==> src/rtl/cmd_parser_pkg.sv <==
// Shared types and constants for the command/register frame parser.
package cmd_parser_pkg;

    typedef enum logic [1:0] {
        ST_IDLE = 2'd0,
        ST_ADDR = 2'd1,
        ST_DATA = 2'd2,
        ST_CHK  = 2'd3
    } state_t;

    localparam logic [1:0] ERR_NONE     = 2'b00;
    localparam logic [1:0] ERR_BAD_ADDR = 2'b01;
    localparam logic [1:0] ERR_CHECKSUM = 2'b10;
    localparam logic [1:0] ERR_TIMEOUT  = 2'b11;

    localparam logic [7:0] DEFAULT_SYNC_BYTE = 8'hA5;

endpackage

==> src/rtl/rx_frame_timer.sv <==
// Inter-byte timeout counter: counts cycles without a byte while a frame is open.
// TIMEOUT_CYC = 0 never expires.
module rx_frame_timer #(
    parameter int TIMEOUT_CYC = 500000
) (
    input  logic CLK,
    input  logic RST,
    input  logic clear,
    input  logic run,
    output logic expired
);

    localparam int CW   = (TIMEOUT_CYC > 1) ? $clog2(TIMEOUT_CYC) : 1;
    localparam int LAST = (TIMEOUT_CYC > 0) ? TIMEOUT_CYC - 1 : 0;

    logic [CW-1:0] cnt;

    // Saturates at the terminal value; the parser leaves the frame on expiry anyway.
    always_ff @(posedge CLK or posedge RST) begin
        if (RST) begin
            cnt <= '0;
        end else if (clear || !run) begin
            cnt <= '0;
        end else if (cnt != CW'(LAST)) begin
            cnt <= cnt + 1'b1;
        end
    end

    // A byte arriving on the terminal cycle masks expiry.
    assign expired = (TIMEOUT_CYC != 0) && run && !clear && (cnt == CW'(LAST));

endmodule

==> src/rtl/cmd_reg_parser.sv <==
// UART frame parser: SYNC, ADDR, data bytes (MSB first) [, CHK] -> register file write.
// Define CMD_PARSER_CHECKSUM_EN to require a trailing XOR checksum byte.
module cmd_reg_parser
    import cmd_parser_pkg::*;
#(
    parameter int         NUM_REGS    = 3,
    parameter int         REG_BYTES   = 3,
    parameter logic [7:0] SYNC_BYTE   = DEFAULT_SYNC_BYTE,
    parameter int         TIMEOUT_CYC = 500000
) (
    input  logic                            CLK,
    input  logic                            RST,
    input  logic                            RX_Done_Sig,
    input  logic [7:0]                      RX_Data,
    output logic                            RX_En_Sig,
    output logic [NUM_REGS*REG_BYTES*8-1:0] reg_flat,
    output logic                            upd_sig,
    output logic [7:0]                      upd_addr,
    output logic                            err_sig,
    output logic [1:0]                      err_code,
    output logic [1:0]                      dbg_state
);

    localparam int         RW        = REG_BYTES * 8;
    localparam logic [2:0] LAST_BYTE = 3'(REG_BYTES - 1);

    state_t        state;
    logic [7:0]    addr_q;
    logic [RW-1:0] shadow;
    logic [RW-1:0] shadow_nxt;
    logic [RW-1:0] commit_val;
    logic [2:0]    byte_cnt;
    logic          timeout;

    assign shadow_nxt = RW'({shadow, RX_Data});
    assign dbg_state  = state;

`ifdef CMD_PARSER_CHECKSUM_EN
    logic [7:0] chk_q;
    assign commit_val = shadow;
`else
    assign commit_val = shadow_nxt;
`endif

    rx_frame_timer #(.TIMEOUT_CYC(TIMEOUT_CYC)) u_timer (
        .CLK     (CLK),
        .RST     (RST),
        .clear   (RX_Done_Sig),
        .run     (state != ST_IDLE),
        .expired (timeout)
    );

    always_ff @(posedge CLK or posedge RST) begin
        if (RST) begin
            state     <= ST_IDLE;
            addr_q    <= '0;
            shadow    <= '0;
            byte_cnt  <= '0;
            reg_flat  <= '0;
            upd_sig   <= 1'b0;
            upd_addr  <= '0;
            err_sig   <= 1'b0;
            err_code  <= ERR_NONE;
            RX_En_Sig <= 1'b0;
`ifdef CMD_PARSER_CHECKSUM_EN
            chk_q     <= '0;
`endif
        end else begin
            RX_En_Sig <= 1'b1;
            upd_sig   <= 1'b0;
            err_sig   <= 1'b0;
            if (RX_Done_Sig) begin
                case (state)
                    ST_IDLE: begin
                        if (RX_Data == SYNC_BYTE) state <= ST_ADDR;
                    end
                    ST_ADDR: begin
                        if (int'(RX_Data) >= NUM_REGS) begin
                            state    <= ST_IDLE;
                            err_sig  <= 1'b1;
                            err_code <= ERR_BAD_ADDR;
                        end else begin
                            addr_q   <= RX_Data;
                            shadow   <= '0;
                            byte_cnt <= '0;
`ifdef CMD_PARSER_CHECKSUM_EN
                            chk_q    <= RX_Data;
`endif
                            state    <= ST_DATA;
                        end
                    end
                    ST_DATA: begin
                        // SYNC_BYTE values here are payload, not a new frame start.
                        shadow   <= shadow_nxt;
                        byte_cnt <= byte_cnt + 1'b1;
`ifdef CMD_PARSER_CHECKSUM_EN
                        chk_q    <= chk_q ^ RX_Data;
                        if (byte_cnt == LAST_BYTE) state <= ST_CHK;
`else
                        if (byte_cnt == LAST_BYTE) begin
                            state    <= ST_IDLE;
                            upd_sig  <= 1'b1;
                            upd_addr <= addr_q;
                            for (int k = 0; k < NUM_REGS; k++) begin
                                if (addr_q == 8'(k)) reg_flat[k*RW +: RW] <= commit_val;
                            end
                        end
`endif
                    end
`ifdef CMD_PARSER_CHECKSUM_EN
                    ST_CHK: begin
                        state <= ST_IDLE;
                        if (RX_Data == chk_q) begin
                            upd_sig  <= 1'b1;
                            upd_addr <= addr_q;
                            for (int k = 0; k < NUM_REGS; k++) begin
                                if (addr_q == 8'(k)) reg_flat[k*RW +: RW] <= commit_val;
                            end
                        end else begin
                            err_sig  <= 1'b1;
                            err_code <= ERR_CHECKSUM;
                        end
                    end
`endif
                    default: state <= ST_IDLE;
                endcase
            end else if (timeout) begin
                state    <= ST_IDLE;
                err_sig  <= 1'b1;
                err_code <= ERR_TIMEOUT;
            end
        end
    end

endmodule
==> config.mk <==
export PLATFORM = sky130hd
export DESIGN_NAME = cmd_reg_parser
export DESIGN_NICKNAME = d
export VERILOG_FILES = /design/src/rtl/cmd_parser_pkg.sv /design/src/rtl/rx_frame_timer.sv /design/src/rtl/cmd_reg_parser.sv
export SDC_FILE = /design/constraint.sdc
export NUM_CORES = 1
export LEC_CHECK = 0
export CORE_MARGIN = 2
export CORE_UTILIZATION = 35
export CTS_BUF_LIST = sky130_fd_sc_hd__clkbuf_16
export DETAILED_ROUTE_END_ITERATION = 12
export PLACE_DENSITY = 0.62
export SLEW_MARGIN = 15
export SYNTH_ARGS = -nofsm -noshare
export SYNTH_HDL_FRONTEND = slang
export SYNTH_SLANG_ARGS = --single-unit
==> constraint.sdc <==
create_clock -name CLK -period 7.4 [get_ports CLK]
set_clock_uncertainty 0.15 [all_clocks]
set_input_delay 2.22 -clock CLK [delete_from_list [all_inputs] [get_ports CLK]]
set_output_delay 2.22 -clock CLK [all_outputs]
set_load 0.01 [all_outputs]
After elaboration in Yosys (flattened, before gate mapping)
Index checks and enable logic that the tools add are counted.
{"block": "word_totals", "regBits": 133, "input_bits": 11, "elab_cells": 72}
{"block": "op_classes", "add_sub_neg": 2, "n_lt_le_gt_ge": 1, "n_eq_ne": 13, "mux": 23, "bitwise_logic": 1, "reduce_logical": 19}
{"op": "$mux 19", "n": 2}
{"op": "$pmux 16 s2", "n": 1}
{"op": "$add 19x1->19 const B", "n": 1}
{"op": "$eq 19x19->1 const B", "n": 1}
{"op": "$ne 19x19->1 const B", "n": 1}
{"op": "$mux 2", "n": 9}
{"op": "$mux 16", "n": 1}
{"op": "$reduce_and 3->1", "n": 5}
{"op": "$reduce_and 4->1", "n": 3}
{"op": "$eq 8x1->1 const B", "n": 1}
{"op": "$eq 8x2->1 const B", "n": 1}
{"op": "$eq 8x8->1 const B", "n": 1}
{"op": "$ge 8x2->1 const B", "n": 1}
{"op": "$logic_not 8->1", "n": 1}
{"op": "$reduce_bool 2->1", "n": 4}
{"op": "$mux 1", "n": 7}
{"op": "$ne 3x3->1 const B", "n": 2}
{"op": "$pmux 2 s3", "n": 1}
{"op": "$pmux 3 s2", "n": 1}
{"op": "$ne 2x1->1 const B", "n": 2}
{"op": "$add 3x1->3 const B", "n": 1}
{"op": "$eq 3x2->1 const B", "n": 1}
{"op": "$mux 3", "n": 1}
{"op": "$eq 2x1->1 const B", "n": 1}
{"op": "7 further kinds", "n": 9}

Logic depth before layout (Yosys ltp)
{"block": "depth", "word_depth": 5, "mapped_depth": 8, "depth_no_buf": 6}

By module
Synthesis repeated with hierarchy kept, for this count alone.
{"block": "hier_totals", "cells_unflattened": 426, "area_unflattened_um2": 5522.8}
{"mod": "cmd_reg_parser", "instances": 1, "cells_per_inst": 312, "area_per_inst_um2": 4448.0, "seq_area_each_um2": 2852.7}
{"mod": "rx_frame_timer", "instances": 1, "cells_per_inst": 114, "area_per_inst_um2": 1074.8, "seq_area_each_um2": 475.5}

Worst setup path after synthesis
Ideal clock, no wire load.
{"block": "synth_path", "path_type": "input-to-reg", "from": "input port RX_Done_Sig", "to": "register reg_flat[48]", "arrival_ps": 3533, "setup_slack_ps": 3592, "stages": 6, "n_path_buf": 2, "cell_sequence": "and3b_1 > buf_6 > nand4b_4 > nor3b_2 > buf_4 > mux2_2"}
{"block": "synth_via", "elab_chain_cells": 1}
{"item": "start, declared", "line": "cmd_reg_parser.sv:13", "rtl": "input logic RX_Done_Sig,"}
{"item": "$reduce_and 4->1 (no line)"}
{"item": "end signal, assigned by index", "line": "cmd_reg_parser.sv:105", "rtl": "if (addr_q == 8'(k)) reg_flat[k*RW +: RW] <= commit_val;"}
{"item": "end, declared", "line": "cmd_reg_parser.sv:16", "rtl": "output logic [NUM_REGS*REG_BYTES*8-1:0] reg_flat,"}
Every way passes these cells.
A chain may end at the register's enable or synchronous reset.

Worst setup path in the final report
{"block": "layout_path", "from": "input port RX_Done_Sig", "to": "register reg_flat[12]"}
Same word-level chain as after synthesis.

==> metrics.md <==
| Metric | Value |
|---|---|
| VDD IR-drop max | around 0.17 mV |
| Post-CTS setup buffer count | 0 |
| Skew-Pair Late Insertion Delay | approximately 0.4 ns |
| Top-Level Pins | 98 |
| Slew headroom | roughly 43% |
| GR Util All Layers | about 16% |
| RSZ-0062 raised after global routing | no |
| Post-route minimum period | approximately 4.9 ns |
| PortBufs | between 90 and 100 |
| DR WL/cell | 17.2 um |
| Fin crit share | 66.5% |
| DP Cell Count | 674 |
| Die width | 129 um |
| Synth unique cells | between 50 and 60 |
| Final wirelength | 12.2 mm |
| Layout Cells excl Fill | just over 700 |
| Worst Setup Start Kind | input pin |
| Synth async-reset ratio | 100% |
| Gpl congestion | 0.797 |
| Largest net degree at the start of global routing | 70 |
| Slowest cell on the critical path | or3_2 |
| Critical path endpoint category | register |
| Top delay family on crit path | simple AND/OR/NAND/NOR gates |
| DRC | 0 |
| Core area | 0.0153 mm^2 |
| Initial antenna violation count | 0 |
| Area growth syn-to-layout | 33.0% |
| Worst-margin pin slew | around 0.86 ns |
| CTS root buf | clkbuf_16 |
| Critical path class | input pin to register |
| GR Overflow Total | 0 |
| CTS clk-pin slew, worst paths | around 0.060 ns |
| Starting DRT DRC Count | 177 |
| Final setup viols | 0 |
| HPWL after DPL | about 8 mm |
| Resize count post-CTS | 0 |
| CP required | 7.53 ns |
| Final nets | around 500 |
| Vias in the first global route | 3614 |
| Final Hold Viols | 0 |
| CTS tree | built |
| Starting density of the core | between 30% and 40% |
| DR pass1 iterations | 4 |
| Vias | around 3500 |
| Status | completed |
| Worst path buffer plus inverter count | 1 |
| First-pass GRT wire length | 19.8 mm |
| Post-Syn Area | around 0.0055 mm^2 |
| Crit-path cells | clkdlybuf4s50_1 -> and3b_1 -> nand4b_4 -> or3_2 -> mux2_4 |
| Layout cells sized above 1 | ~26% |
| ANT nets after route | 0 |
| Leak | about 3.4 nW |
| Die area | about 0.017 mm^2 |
| Rows | 45 |
| DIE HEIGHT | roughly 130 um |
| CTS H-tree depth | 4 |
| Worst path arrival time | about 5 ns |
| Register area share after synthesis | approximately three fifths |
| Synthesized Nets | between 300 and 400 |
| Critical-path maximum fanout | 24 |
| Max Clk Rate | around 200 MHz |
| Antenna diodes | 0 |
| Max capacitance violation total | 0 |
| Synth Area per Inst | about 14 um^2 |
| Hold crit path type | register to register |
| Max clock buf depth | 2 |
| Total CTS buffers | 17 |
| Cts hold-fix bufs | 0 |
| Crit path largest cell delay | 0.84 ns |
| Synth Register Bits | 133 |
| Post-synth EDFFs | 0 |
| Yosys warnings | 0 |
| Power density cells | 291 mW/mm^2 |
| Setup TNS Final | 0 ns |
| Num Clock Sinks | approximately 130 |
| Final max-slew violation count | 0 |
| Mapped Cells | about 380 |
| Vias per cell | 4.94 |
| Main synth FF type | dfrtp_1 |
-- worst min-delay path, cell delays in order, from the launching register on --
cell	delay [ns]
dfrtp_1	0.34
inv_1	0.04
o211ai_1	0.07
-- final cells by class --
type	instances	area, um^2
timing repair buffer	101	1000
clock buffer	17	425
sequential	133	3330
multi-input combinational	222	2020
tap	211	264
inverter	7	28.8
clock inverter	14	218
fill	1353	7970
-- where the power goes --
part | total [mW] | internal, mW | switching (mW)
clock | 0.913 | 0.622 | 0.291
sequential | 0.925 | 0.823 | 0.102
combinational | 0.280 | 0.177 | 0.103
total | 2.12 | 1.62 | 0.496
-- per-layer routing --
layer | vias up | routed length, um | track usage (%)
met1 | 1786 | 5660 | 21.6
met4 | 0 | 208 | 6.71
li1 | 1598 | - | -
met5 | - | 0 | 0
met3 | 12 | 593 | 4.46
met2 | 87 | 5700 | 22.9
-- layout by cell type, fill, tap and decap left out, drive strengths merged, types with 2 or more instances in the layout --
cell type      count
nor2b              3
nand2             11
nor4               3
ha                 3
a41oi              2
buf                4
or4b               2
a31oi              4
nand3              5
mux2              82
nand4b             2
or3                4
a22o              16
bufinv             6
nor2              12
nor3b              2
and2               9
nand2b             2
clkdlybuf4s50     97
o21ai              9
and4               5
a2111oi            2
nand4             10
xor2               6
dfrtp            133
clkinv             4
inv               10
xnor2              3
clkbuf            17
nor3               2
a211oi             2
a21oi              4
o31ai              2
-- final timing paths --
check,from,end,slack (ns),depth (start not counted)
min in group asynchronous,RST,upd_addr[2]$_DFFE_PP0P_,2.20,2
max in group asynchronous,RST,reg_flat[12]$_DFFE_PP0P_,3.57,3
max,RX_Done_Sig,reg_flat[12]$_DFFE_PP0P_,2.48,5
min reg2reg,err_code[0]$_DFFE_PP0P_,err_code[0]$_DFFE_PP0P_,0.34,2
min,err_code[0]$_DFFE_PP0P_,err_code[0]$_DFFE_PP0P_,0.34,2
max reg2reg,dbg_state[0]$_DFFE_PP0P_,reg_flat[12]$_DFFE_PP0P_,4.32,4
-- cell families (layout without fill, tap and decap cells) --
kind of cell | count (synthesis) | in the layout | share of synthesized area [%]
compound gates | 49 | 49 | 6.76
fa+ha+maj | 3 | 3 | 0.685
other cells | 1 | 1 | 0.0685
flops | 133 | 133 | 60.8
simple gates | 78 | 78 | 9.30
buf+inv | 23 | 139 | 2.74
xor+xnor | 9 | 9 | 1.44
mux | 82 | 82 | 18.2
-- metrics by stage --
step	utilization, %	setup WS (ns)	hold WS (ns)	instance area (um^2)	total power, mW
final	47.7	2.48	0.342	7280	2.12
after global routing	47.7	2.29	0.370	7280	2.22
after CTS	47.7	2.47	0.357	7280	2.14
after detailed placement	43.5	2.05	0.345	6640	1.22
after global placement	43.5	2.13	0.331	6640	1.21
after floorplan	-	1.48	0.321	5480	1.05
-- Yosys cell counts, types with 2 or more instances --
cell,count,area share [%]
nor3_1,2,0.18
nand3_1,5,0.46
a211oi_1,2,0.27
a21oi_1,4,0.37
mux2_2,62,13
inv_1,7,0.48
or3_1,4,0.46
clkbuf_1,7,0.48
and4_1,5,0.80
and2_1,9,1.0
nor2b_1,3,0.34
a31oi_1,4,0.46
o31ai_1,2,0.27
nor2_1,12,0.82
nor3b_2,2,0.46
xnor2_1,3,0.48
ha_1,3,0.69
nand4_1,10,1.1
xor2_1,6,0.96
dfrtp_1,133,61
o21ai_0,9,0.82
buf_6,2,0.41
nand2b_1,2,0.23
or4b_2,2,0.37
a41oi_1,2,0.32
buf_12,2,0.73
nand2_1,11,0.75
buf_4,4,0.55
a22o_1,16,2.6
mux2_4,20,5.5
-- flip-flops by register name (all words and copies together) (netlist names) --
name	cells
addr_q	8
RX_En_Sig	1
byte_cnt	3
err_sig	1
upd_addr	8
dbg_state	2
err_code	2
u_timer.cnt	19
reg_flat	72
shadow	16
upd_sig	1
Note: power is estimated with default switching activity, not from simulation.
